## src/rtl/hhk_sub_pkg.sv

```systemverilog
// Shared definitions for the loop-based subtractor hhk_sub.
//   hhk_sub_state_t : controller state (IDLE, RUN, DONE), 2-bit encoding
//   HHK_W           : default operand/result width
package hhk_pkg;

    localparam int HHK_W = 11;

    typedef enum logic [1:0] {
        IDLE = 2'd0,
        RUN  = 2'd1,
        DONE = 2'd2
    } hhk_sub_state_t;

endpackage

```

## src/rtl/hhk_sub.sv

```systemverilog
// hhk_sub: loop-based subtractor. Latches a/b on start, then steps res and
// cnt down together once per cycle until cnt is zero, leaving res == a - b.
// res - cnt == a - b (mod 2^W) holds throughout an operation.
//
// Ports:
//   clk    in     : clock, rising edge
//   rst    in     : synchronous active-high reset
//   start  in     : operation request, sampled only in IDLE
//   a_in   in  W  : minuend, sampled with start
//   b_in   in  W  : subtrahend, sampled with start
//   a      out W  : latched minuend
//   b      out W  : latched subtrahend
//   res    out W  : running result, final when done is high
//   cnt    out W  : remaining steps
//   busy   out    : high in RUN and DONE
//   done   out    : one-cycle pulse, res final
//   uflow  out    : b > a for the current/last operation
//
// Build option: define HHK_SUB_SAT_EN to saturate res at 0 instead of
// wrapping. uflow and latency are the same in both builds.
//
// state | meaning
// IDLE  | waiting for start, data registers hold last result
// RUN   | stepping res/cnt down until cnt is zero
// DONE  | done pulse cycle, returns to IDLE
module hhk_sub
    import hhk_pkg::*;
#(
    parameter int W = HHK_W
) (
    input  logic         clk,
    input  logic         rst,
    input  logic         start,
    input  logic [W-1:0] a_in,
    input  logic [W-1:0] b_in,
    output logic [W-1:0] a,
    output logic [W-1:0] b,
    output logic [W-1:0] res,
    output logic [W-1:0] cnt,
    output logic         busy,
    output logic         done,
    output logic         uflow
);

    localparam logic [W-1:0] ONE = W'(1);

    hhk_sub_state_t state, state_nxt;

    logic [W-1:0] a_q, a_nxt;
    logic [W-1:0] b_q, b_nxt;
    logic [W-1:0] res_q, res_nxt;
    logic [W-1:0] cnt_q, cnt_nxt;
    logic         busy_q, busy_nxt;
    logic         done_q, done_nxt;
    logic         uflow_q, uflow_nxt;

    always_ff @(posedge clk) begin
        if (rst) begin
            state   <= IDLE;
            a_q     <= '0;
            b_q     <= '0;
            res_q   <= '0;
            cnt_q   <= '0;
            busy_q  <= 1'b0;
            done_q  <= 1'b0;
            uflow_q <= 1'b0;
        end else begin
            state   <= state_nxt;
            a_q     <= a_nxt;
            b_q     <= b_nxt;
            res_q   <= res_nxt;
            cnt_q   <= cnt_nxt;
            busy_q  <= busy_nxt;
            done_q  <= done_nxt;
            uflow_q <= uflow_nxt;
        end
    end

    always_comb begin
        state_nxt = state;
        a_nxt     = a_q;
        b_nxt     = b_q;
        res_nxt   = res_q;
        cnt_nxt   = cnt_q;
        busy_nxt  = busy_q;
        done_nxt  = 1'b0;
        uflow_nxt = uflow_q;

        case (state)
            IDLE: begin
                if (start) begin
                    a_nxt     = a_in;
                    b_nxt     = b_in;
                    res_nxt   = a_in;
                    cnt_nxt   = b_in;
                    uflow_nxt = (b_in > a_in);
                    busy_nxt  = 1'b1;
                    state_nxt = RUN;
                end
            end
            RUN: begin
                if (cnt_q != '0) begin
                    // cnt only decrements while nonzero, so it never wraps
                    cnt_nxt = cnt_q - ONE;
`ifdef HHK_SUB_SAT_EN
                    if (res_q != '0) begin
                        res_nxt = res_q - ONE;
                    end
`else
                    res_nxt = res_q - ONE;
`endif
                end else begin
                    done_nxt  = 1'b1;
                    state_nxt = DONE;
                end
            end
            DONE: begin
                busy_nxt  = 1'b0;
                state_nxt = IDLE;
            end
            default: begin
                busy_nxt  = 1'b0;
                state_nxt = IDLE;
            end
        endcase
    end

    assign a     = a_q;
    assign b     = b_q;
    assign res   = res_q;
    assign cnt   = cnt_q;
    assign busy  = busy_q;
    assign done  = done_q;
    assign uflow = uflow_q;

endmodule
```

## config.mk

```make
export PLATFORM = sky130hd
export DESIGN_NAME = hhk_sub
export DESIGN_NICKNAME = d
export VERILOG_FILES = /design/src/rtl/hhk_sub_pkg.sv /design/src/rtl/hhk_sub.sv
export SDC_FILE = /design/constraint.sdc
export NUM_CORES = 1
export LEC_CHECK = 0
export ABC_AREA = 1
export CORE_MARGIN = 1
export CORE_UTILIZATION = 44
export DETAILED_ROUTE_END_ITERATION = 7
export PLACE_DENSITY_LB_ADDON = 0.08
export SLEW_MARGIN = 0
export SYNTH_ARGS = -nofsm -noshare
export SYNTH_HDL_FRONTEND = slang
export SYNTH_SLANG_ARGS = --single-unit
```

## constraint.sdc

```tcl
create_clock -name clk -period 1.5 [get_ports clk]
set_clock_uncertainty 0.1 [all_clocks]
set_input_delay 0.3 -clock clk [delete_from_list [all_inputs] [get_ports clk]]
set_output_delay 0.3 -clock clk [all_outputs]
set_load 0.01 [all_outputs]
```

## Word-level counts from Yosys, hierarchy flattened

Cells that the tools add are included.

- Flip-flop bits (word level): 49
- Input bits: 25
- Output and inout port bits: 47
- Word-level logic and storage cells: 36

- $add $sub $neg: 2
- $lt $le $gt $ge: 1
- Equality and inequality tests: 4
- Muxes and demuxes: 12
- Bitwise logic cells: 1
- Reductions and logical operators: 8

Operators with widths:

| cell | count |
|---|---|
| $mux 11 | 4 |
| $pmux 11 s2 | 2 |
| $sub 11x1->11 const B | 2 |
| $gt 11x11->1 | 1 |
| $reduce_bool 11->1 | 1 |
| $ne 2x2->1 const B | 3 |
| $reduce_and 2->1 | 3 |
| $mux 2 | 2 |
| $pmux 2 s2 | 1 |
| $reduce_and 3->1 | 1 |
| $eq 2x1->1 const B | 1 |
| $logic_not 2->1 | 1 |
| $mux 1 | 2 |
| $pmux 1 s2 | 1 |
| $reduce_bool 2->1 | 1 |
| $reduce_or 2->1 | 1 |
| $not 1->1 | 1 |

## Depth between registers and ports, before layout

Gate-level depths: netlist of run 1.

- Word-level depth: 3
- Mapped depth: 11
- Depth with buffers taken out: 11

## Least setup slack after synthesis of run 1

OpenSTA, ideal clock, no wires.

- Path kind: register to register
- Start: reg cnt_q[0], in the netlist cnt[0]
- End: reg res_q[5], in the netlist res[5]
- Setup time: 0.114 ns
- Data arrival time: 1.421 ns
- Data required time: 1.286 ns
- Slack: -0.135 ns
- Cell stages (with the launch flop): 11
- Buffers on the path: 1
- Cell sequence: dfxtp_1 > inv_1 > ha_1 > inv_1 > nor2_1 > nand3_4 > o21bai_4 > nand2_4 > buf_6 > o21ai_2 > nor2_2

- Word-level cells in the longest chain between the ends: 3

Ends and longest elaborated chain:

| element | RTL line | text |
|---|---|---|
| start, declared | hhk_sub.sv:52 | `logic [W-1:0] cnt_q, cnt_nxt;` |
| start signal, assigned | hhk_sub.sv:72 | `cnt_q <= cnt_nxt;` |
| $reduce_bool 11->1 | hhk_sub.sv:102 | `if (cnt_q != '0) begin` |
| $ne 2x2->1 (no line) | - |  |
| $reduce_and 3->1 (no line) | - |  |
| end signal, assigned | hhk_sub.sv:71 | `res_q <= res_nxt;` |
| end, declared | hhk_sub.sv:51 | `logic [W-1:0] res_q, res_nxt;` |

No other way between the ends.
A chain may end at the register's enable or synchronous reset.

## Worst setup path after layout of run 1

- Start: reg cnt_q[1], in the netlist cnt[1]
- End: reg res_q[4], in the netlist res[4]

The elaborated chain is that of the path after synthesis.

==> results of run 1 <==
## cell families after synthesis
family                     count (synthesis)
xor gates and xnor gates                   3
buffers and inverters                     57
DFF                                       49
and+or+nand+nor                          153
AOI/OAI and AO/OA                        101
adders and majority gates                 14
## power by group through the flow
stage	clock [mW]	combinational [mW]	sequential, mW
floorplan	0	1.03	1.74
global placement	0	2.06	1.65
finish	0.999	2.10	1.64
detailed placement	0	2.08	1.65
CTS	1.01	2.10	1.63
global route	1.04	2.32	1.66
## per-stage QoR
stage          hold slack, ns  utilization [%]  total power [mW]
6_report               0.2033            71.03             4.734
5_1_grt                0.2091            71.03             5.025
4_1_cts                0.3683            70.35             4.742
3_5_place_dp           0.3564            66.44             3.730
3_3_place_gp           0.3552            66.44             3.714
2_1_floorplan          0.3485                -             2.771
## registers in the layout (all words and copies together) (netlist names)
register	count
a	11
b	11
cnt	11
res	11
state	2
busy	1
done	1
uflow	1
## worst min-delay path, cell delays in order
cell	delay [ns]
dlymetal6s2s_1	0.14
inv_1	0.07
a21oi_1	0.06
## per-layer routing
| layer | wire length, um | up-vias |
|---|---|---|
| met3 | 383 | 4 |
| met4 | 35 | 0 |
| met1 | 3694 | 1328 |
| met5 | 0 | - |
| met2 | 3897 | 85 |
| li1 | - | 1507 |
## cell type report
type | instances | area (sq um) | share of cell area (%)
timing repair inverter | 1 | 6.256 | 0.1488
clock inverter | 1 | 30.03 | 0.7141
multi-input combinational | 272 | 1618 | 38.47
inverter | 39 | 161.4 | 3.838
timing repair buffer | 140 | 1207 | 28.71
sequential | 49 | 1002 | 23.83
tap | 75 | 93.84 | 2.231
clock buffer | 7 | 86.33 | 2.053
## repair_timing
action	CTS	global route
buffers inserted	5	0
cloned	2	0
hold buffers	0	0
resized for setup	90	18
endpoints found under the setup margin	71	39
pin swaps	21	6
## how the worst max path moves through the flow
stage | startpoint | endpoint | depth (start not counted)
after floorplan | cnt[1]$_SDFFE_PP0P_ | res[5]$_SDFFE_PP0P_ | 10
after global placement | a_in[10] | uflow$_SDFFE_PP0P_ | 10
after detailed placement | a_in[10] | uflow$_SDFFE_PP0P_ | 10
after CTS | cnt[1]$_SDFFE_PP0P_ | res[4]$_SDFFE_PP0P_ | 11
after global routing | cnt[1]$_SDFFE_PP0P_ | res[3]$_SDFFE_PP0P_ | 11
final | cnt[1]$_SDFFE_PP0P_ | res[4]$_SDFFE_PP0P_ | 11
## cells in the final DEF, fill, tap and decap left out, drive strengths merged, types with 3 or more instances in the layout
cell / n
dfxtp: 49
o21ai: 59
clkbuf: 7
dlygate4sd2: 55
inv: 40
buf: 69
a21oi: 37
clkdlybuf4s50: 5
dlymetal6s2s: 11
nand4: 3
ha: 14
nand3: 23
nor2: 53
nand2: 66
==> metrics.md, run 1 <==
| Metric | Value |
|---|---|
| Final-report hold violation count | 0 |
| Max-slew violations | 0 |
| R2r endpoint | res[4]$_SDFFE_PP0P_ |
| Synth top cells by count | 61 x nand2_1, 49 x dfxtp_1, 47 x nor2_1 |
| Crit end category | flip-flop |
| H-tree depth | 2 |
| Max Cap Viol | 0 |
| Failing checks | negative setup slack |
| Wire length of the first global-routing pass | 13.03 mm |
| Fin cells | 584 |
| Post-route cell area | 4205 sq um |
| Outcome | finished with violations |
| Min cycle time layout | 1.643 ns |
| Kind of critical path | flip-flop to flip-flop |
| Synth async-reset ratio | 0% |
| Critical Path AT | 1.78 ns |
| Pwr dens | 1126 nW/um^2 |
| Xor-xnor portion of the synthesized cell area | 0.9709% |
| Synth Instances | 377 |
| Combinational Power Share | 44.4% |
| Clock power share | 21.1% |
| Hold path cells | 3 |
| TritonCTS Buffers | 5 |
| Hold-critical path endpoint | b[7]$_SDFFE_PP0P_ |
| Synth-to-layout area growth | 55.39% |
| Ys flop type | dfxtp_1 |
| Req. time, crit path | 1.63 ns |
| Root buffer cell | clkbuf_8 |
| Cell count after placement | 569 |
| CTS sink cnt | 49 |
| Port Buffers | 71 |
| Vias in the first global route | 2765 |
| WL/cell | 13.72 um |
| CP max-delay cell | dfxtp_4 |
| Diode count | 0 |
| Synth warn | 0 |
| Filler Cell Count | 532 |
| Synthesized flop and latch total | 49 |
| Area post-placement | 3934 sq um |
| Buf+Inv Stages, Crit Path | 3 |
| Largest family of logic cells by synthesized area | simple AND/OR/NAND/NOR gates |
| Iteration-0 DRC Markers | 176 |
| Initial antenna violation count | 0 |
| Tcrit/Tclk final | 109.5% |
| Post-Synthesis Net Count | 416 |
| Top cell type by total area after synthesis | dfxtp_1 |
| Unrepaired setup endpoints after global routing | yes |
| Leak | 2.157 nW |
| Clock-pin slew on the worst setup and hold paths | 0.10 ns |
| Setup TNS | -2.079 ns |
| Die Wd | 80.43 um |
| Routed Wire Length | 8.010 mm |
| Gr ovfl total | 0 |
| Met2 Track Usage GR | 45.00% |
| Worst-case clock buffer depth | 2 |
| Max FO, Critical Path | 7 |
| Total GRT Usage | 26.38% |
| Met3 Use GR | 4.318% |
| Rows | 28 |
| Setup violators final | 22 |
| Critical path, cell by cell | inv_4 > ha_4 > inv_4 > nor2_4 > nand3_4 > o21bai_4 > nand2_4 > buf_6 > o21ai_2 > o21ai_2 > nor2_2 |
| ANT nets after route | 0 |
| Sw frac | 36.22% |
| Register-to-register setup slack | -0.14 ns |
| Syn Std Cell Area | 2706 sq um |
| Met1 usage | 34.42% |
| Synth Area in Adders | 6.472% |
| Worst skew pair latency | 0.30 ns |
| Layout cells sized above 1 | 28.68% |
| Multiplexer area fraction after synthesis | 0% |
| Largest delay contributor family on the critical path | simple AND/OR/NAND/NOR gates |
| Drt first pass iters | 4 |
| Yosys top cell area share | 36.25% |
| DRC Markers | 0 |
| Internal power component | 3.019 mW |
| Die Area | 6468 sq um |
| Num ports | 72 |
| Grt peak-use layer | met2 |
| Die Height | 80.43 um |
| Sw Pwr | 1.715 mW |
| Worst path max stage delay | 0.36 ns |
| CP startpoint kind | flip-flop |
| FF-to-FF path depth | 11 |
| Place WS | -0.4274 ns |
| Highest Clock Rate | 608.7 MHz |
| HP Start | b_in[7] |
| Dominant cells by area after synthesis | dfxtp_1 36%, nand2_1 8.5%, o21ai_0 7.8% |
| Simple-Gate Fraction of Synth Area | 25.89% |
| Most common cell in the netlist | nand2_1 |
| Sequential power share | 34.5% |
| Vias | 2924 |
| Distinct cells, synth | 37 |
| Reg2reg start | cnt[1]$_SDFFE_PP0P_ |
| Slew margin rel. | 80.65% |
| Worst Setup Slack, final | -0.1429 ns |
| Initial Util | 45.71% |
| Final net count | 547 |
| DP HPWL | 5.883 mm |
| Compound-Gate Fraction of Synth Area | 20.94% |
| Worst hold path class | primary input to flip-flop |
| GP Congestion | 0.8821 |
| Worst Tran Pin Value | 0.2880 ns |
| Vias per inst | 5.007 |
| Number of enable flip-flop cells after synthesis | 0 |
| Seq/Total Area, Yosys | 36.25% |
| Largest net degree at the start of global routing | 20 |
| Worst VDD drop | 0.5366 mV |
| TritonCTS clock tree | done |
| Synth Area per Inst | 7.179 sq um |
| Core area | 5921 sq um |
(Power assumes the default switching activity.)
==> run 2, diff against run 1 <==
--- a/config.mk
+++ b/config.mk
@@ -6,6 +6,7 @@
 export NUM_CORES = 1
 export LEC_CHECK = 0
 export ABC_AREA = 1
+export CORE_ASPECT_RATIO = 0.5
 export CORE_MARGIN = 1
 export CORE_UTILIZATION = 44
 export DETAILED_ROUTE_END_ITERATION = 7
==> metrics.md, run 2 (synthesis results as in run 1) <==
| Metric | Value |
|---|---|
| Die Wd | 112.9 um |
| Max Cap Viol | 0 |
| Highest Clock Rate | 581.7 MHz |
| Most common cell after layout, fill and taps aside | dlygate4sd2_1 |
| CP max-delay cell | dfxtp_4 |
| GP Congestion | 0.9673 |
| Hold-critical path endpoint | b[3]$_SDFFE_PP0P_ |
| Crit end category | flip-flop |
| Worst-case clock buffer depth | 2 |
| Reg2reg start | cnt[1]$_SDFFE_PP0P_ |
| Port Buffers | 71 |
| Layout cells sized above 1 | 31.69% |
| DP HPWL | 6.505 mm |
| Slew margin rel. | 79.09% |
| Worst path max stage delay | 0.35 ns |
| Die Height | 57.46 um |
| Final net count | 546 |
| Num ports | 72 |
| Crit-path most repeated cell | inv_4 |
| Routed wire length on met3 | 722 um |
| Tcrit/Tclk final | 114.6% |
| Worst skew pair latency | 0.30 ns |
| Leak | 2.202 nW |
| Vias in the first global route | 2882 |
| Worst Setup Slack, final | -0.2191 ns |
| CTS Hold Buffers Added | 0 |
| Gr ovfl total | 0 |
| Req. time, crit path | 1.63 ns |
| Critical path, cell by cell | inv_4 > ha_4 > inv_4 > nor2_4 > nand3_4 > o21bai_4 > nand2_8 > buf_12 > o21ai_4 > nand3_2 > o21ai_2 |
| R2r endpoint | cnt[2]$_SDFFE_PP0P_ |
| Hold path cells | 3 |
| DRC Markers | 0 |
| DR WL met2 | 4.297 mm |
| Initial antenna violation count | 0 |
| Setup TNS | -4.117 ns |
| Total power | 5.313 mW |
| Largest delay contributor family on the critical path | simple AND/OR/NAND/NOR gates |
| Cell count after placement | 566 |
| Failing checks | negative setup slack |
| Most frequent cells in the layout | 59 x dlygate4sd2_1, 55 x buf_4, 53 x nand2_1 |
| Place WS | -0.4192 ns |
| Total GRT Usage | 30.75% |
| Critical Path AT | 1.85 ns |
| Outcome | finished with violations |
| Die Area | 6487 sq um |
| Final-report hold violation count | 0 |
| TritonCTS Buffers | 5 |
| Vias per inst | 5.379 |
| Setup violators final | 23 |
| Clock-pin slew on the worst setup and hold paths | 0.07 ns |
| Diode count | 0 |
| Min cycle time layout | 1.719 ns |
| Wire length of the first global-routing pass | 15.04 mm |
| FF-to-FF path depth | 11 |
| WL/cell | 16.85 um |
| Drt first pass iters | 5 |
| Fin cells | 581 |
| Synth-to-layout area growth | 63.20% |
| Met1 WL | 4.592 mm |
| Pwr dens | 1203 nW/um^2 |
| Routed Wire Length | 9.788 mm |
| Max-slew violations | 0 |
| TritonCTS clock tree | done |
| Unrepaired setup endpoints after global routing | yes |
| Core area | 5705 sq um |
| Worst VDD drop | 0.7078 mV |
| Worst Tran Pin Value | 0.3104 ns |
| Iteration-0 DRC Markers | 309 |
| ANT nets after route | 0 |
| Vias | 3125 |
| H-tree depth | 2 |
| Max FO, Critical Path | 7 |
| Buf+Inv Stages, Crit Path | 3 |
| Rows | 19 |
| Initial Util | 47.43% |
| Kind of critical path | flip-flop to flip-flop |
| Largest net degree at the start of global routing | 38 |
| Worst hold path class | primary input to flip-flop |
| Register-to-register setup slack | -0.22 ns |
| CP startpoint kind | flip-flop |
| CTS sink cnt | 49 |
| HP Start | b_in[3] |
| Root buffer cell | clkbuf_16 |
| Top Layer Used | met4 |
-- run 2: cell types whose count changed in the layout (fill, tap and decap cells not counted), sizes merged --
cell	before	now
clkdlybuf4s50	5	4
clkinv	0	1
dlymetal6s2s	11	8
dlygate4sd2	55	59
clkbuf	7	6
buf	69	68
-- run 2: per-layer routing --
| metal | vias to the layer above | GRT usage, % |
|---|---|---|
| met1 | 1457 | 43.59 |
| li1 | 1503 | - |
| met2 | 147 | 47.62 |
| met4 | 0 | 9.023 |
| met3 | 18 | 6.270 |
| met5 | - | 0 |
-- run 2: area by class of cell --
class / instances / area, sq um
multi-input cells: 272 / 1718
fillers: 445 / 1289
repair buffers: 139 / 1260
flip-flops and latches: 49 / 999.7
inverters: 39 / 171.4
clock buffers: 6 / 128.9
well taps: 73 / 91.34
clock inverters: 2 / 38.79
repair inverters: 1 / 8.758
-- run 2: timing repair --
item,CTS,global route
gates resized for setup,107,31
gates cloned,2,0
endpoints found under the setup margin,71,38
pin swaps,21,18
buffers inserted,4,1
-- run 2: through the flow --
stage	hold slack (ns)	util, %	cell area [sq um]
finish	0.2661	77.41	4417
global route	0.2924	77.41	4417
floorplan	0.3485	-	2744
detailed placement	0.3666	69.65	3974
CTS	0.3746	75.24	4293
global placement	0.3557	69.65	3974
-- run 2: where the power goes --
group	switching (mW)	internal (mW)
registers	0.154	1.49
logic	1.26	1.07
clock network	0.550	0.793
-- run 2: worst max-delay path by stage --
stage	from	to	slack, ns	depth (start not counted)
after global routing	cnt[1]$_SDFFE_PP0P_	cnt[2]$_SDFFE_PP0P_	-0.30	11
final	cnt[1]$_SDFFE_PP0P_	cnt[2]$_SDFFE_PP0P_	-0.22	11
after detailed placement	a_in[10]	uflow$_SDFFE_PP0P_	-0.42	9
after floorplan	cnt[1]$_SDFFE_PP0P_	res[5]$_SDFFE_PP0P_	-0.06	10
after global placement	a_in[10]	uflow$_SDFFE_PP0P_	-0.35	10
after CTS	cnt[1]$_SDFFE_PP0P_	cnt[6]$_SDFFE_PP0P_	-0.16	10
-- run 2: worst reg2reg max path: stages, from the launching register on --
cell	delay (ns)
dfxtp_4	0.35
inv_4	0.06
ha_4	0.14
inv_4	0.04
nor2_4	0.09
nand3_4	0.08
o21bai_4	0.24
nand2_8	0.16
buf_12	0.19
o21ai_4	0.05
nand3_2	0.08
o21ai_2	0.06
==> run 3, diff against run 2 <==
--- a/config.mk
+++ b/config.mk
@@ -9,6 +9,7 @@
 export CORE_ASPECT_RATIO = 0.5
 export CORE_MARGIN = 1
 export CORE_UTILIZATION = 44
+export CTS_CLUSTER_SIZE = 25
 export DETAILED_ROUTE_END_ITERATION = 7
 export PLACE_DENSITY_LB_ADDON = 0.08
 export SLEW_MARGIN = 0
==> results of run 3 <==
Same layout as run 2: the final DEF is identical, and so are final timing and power.
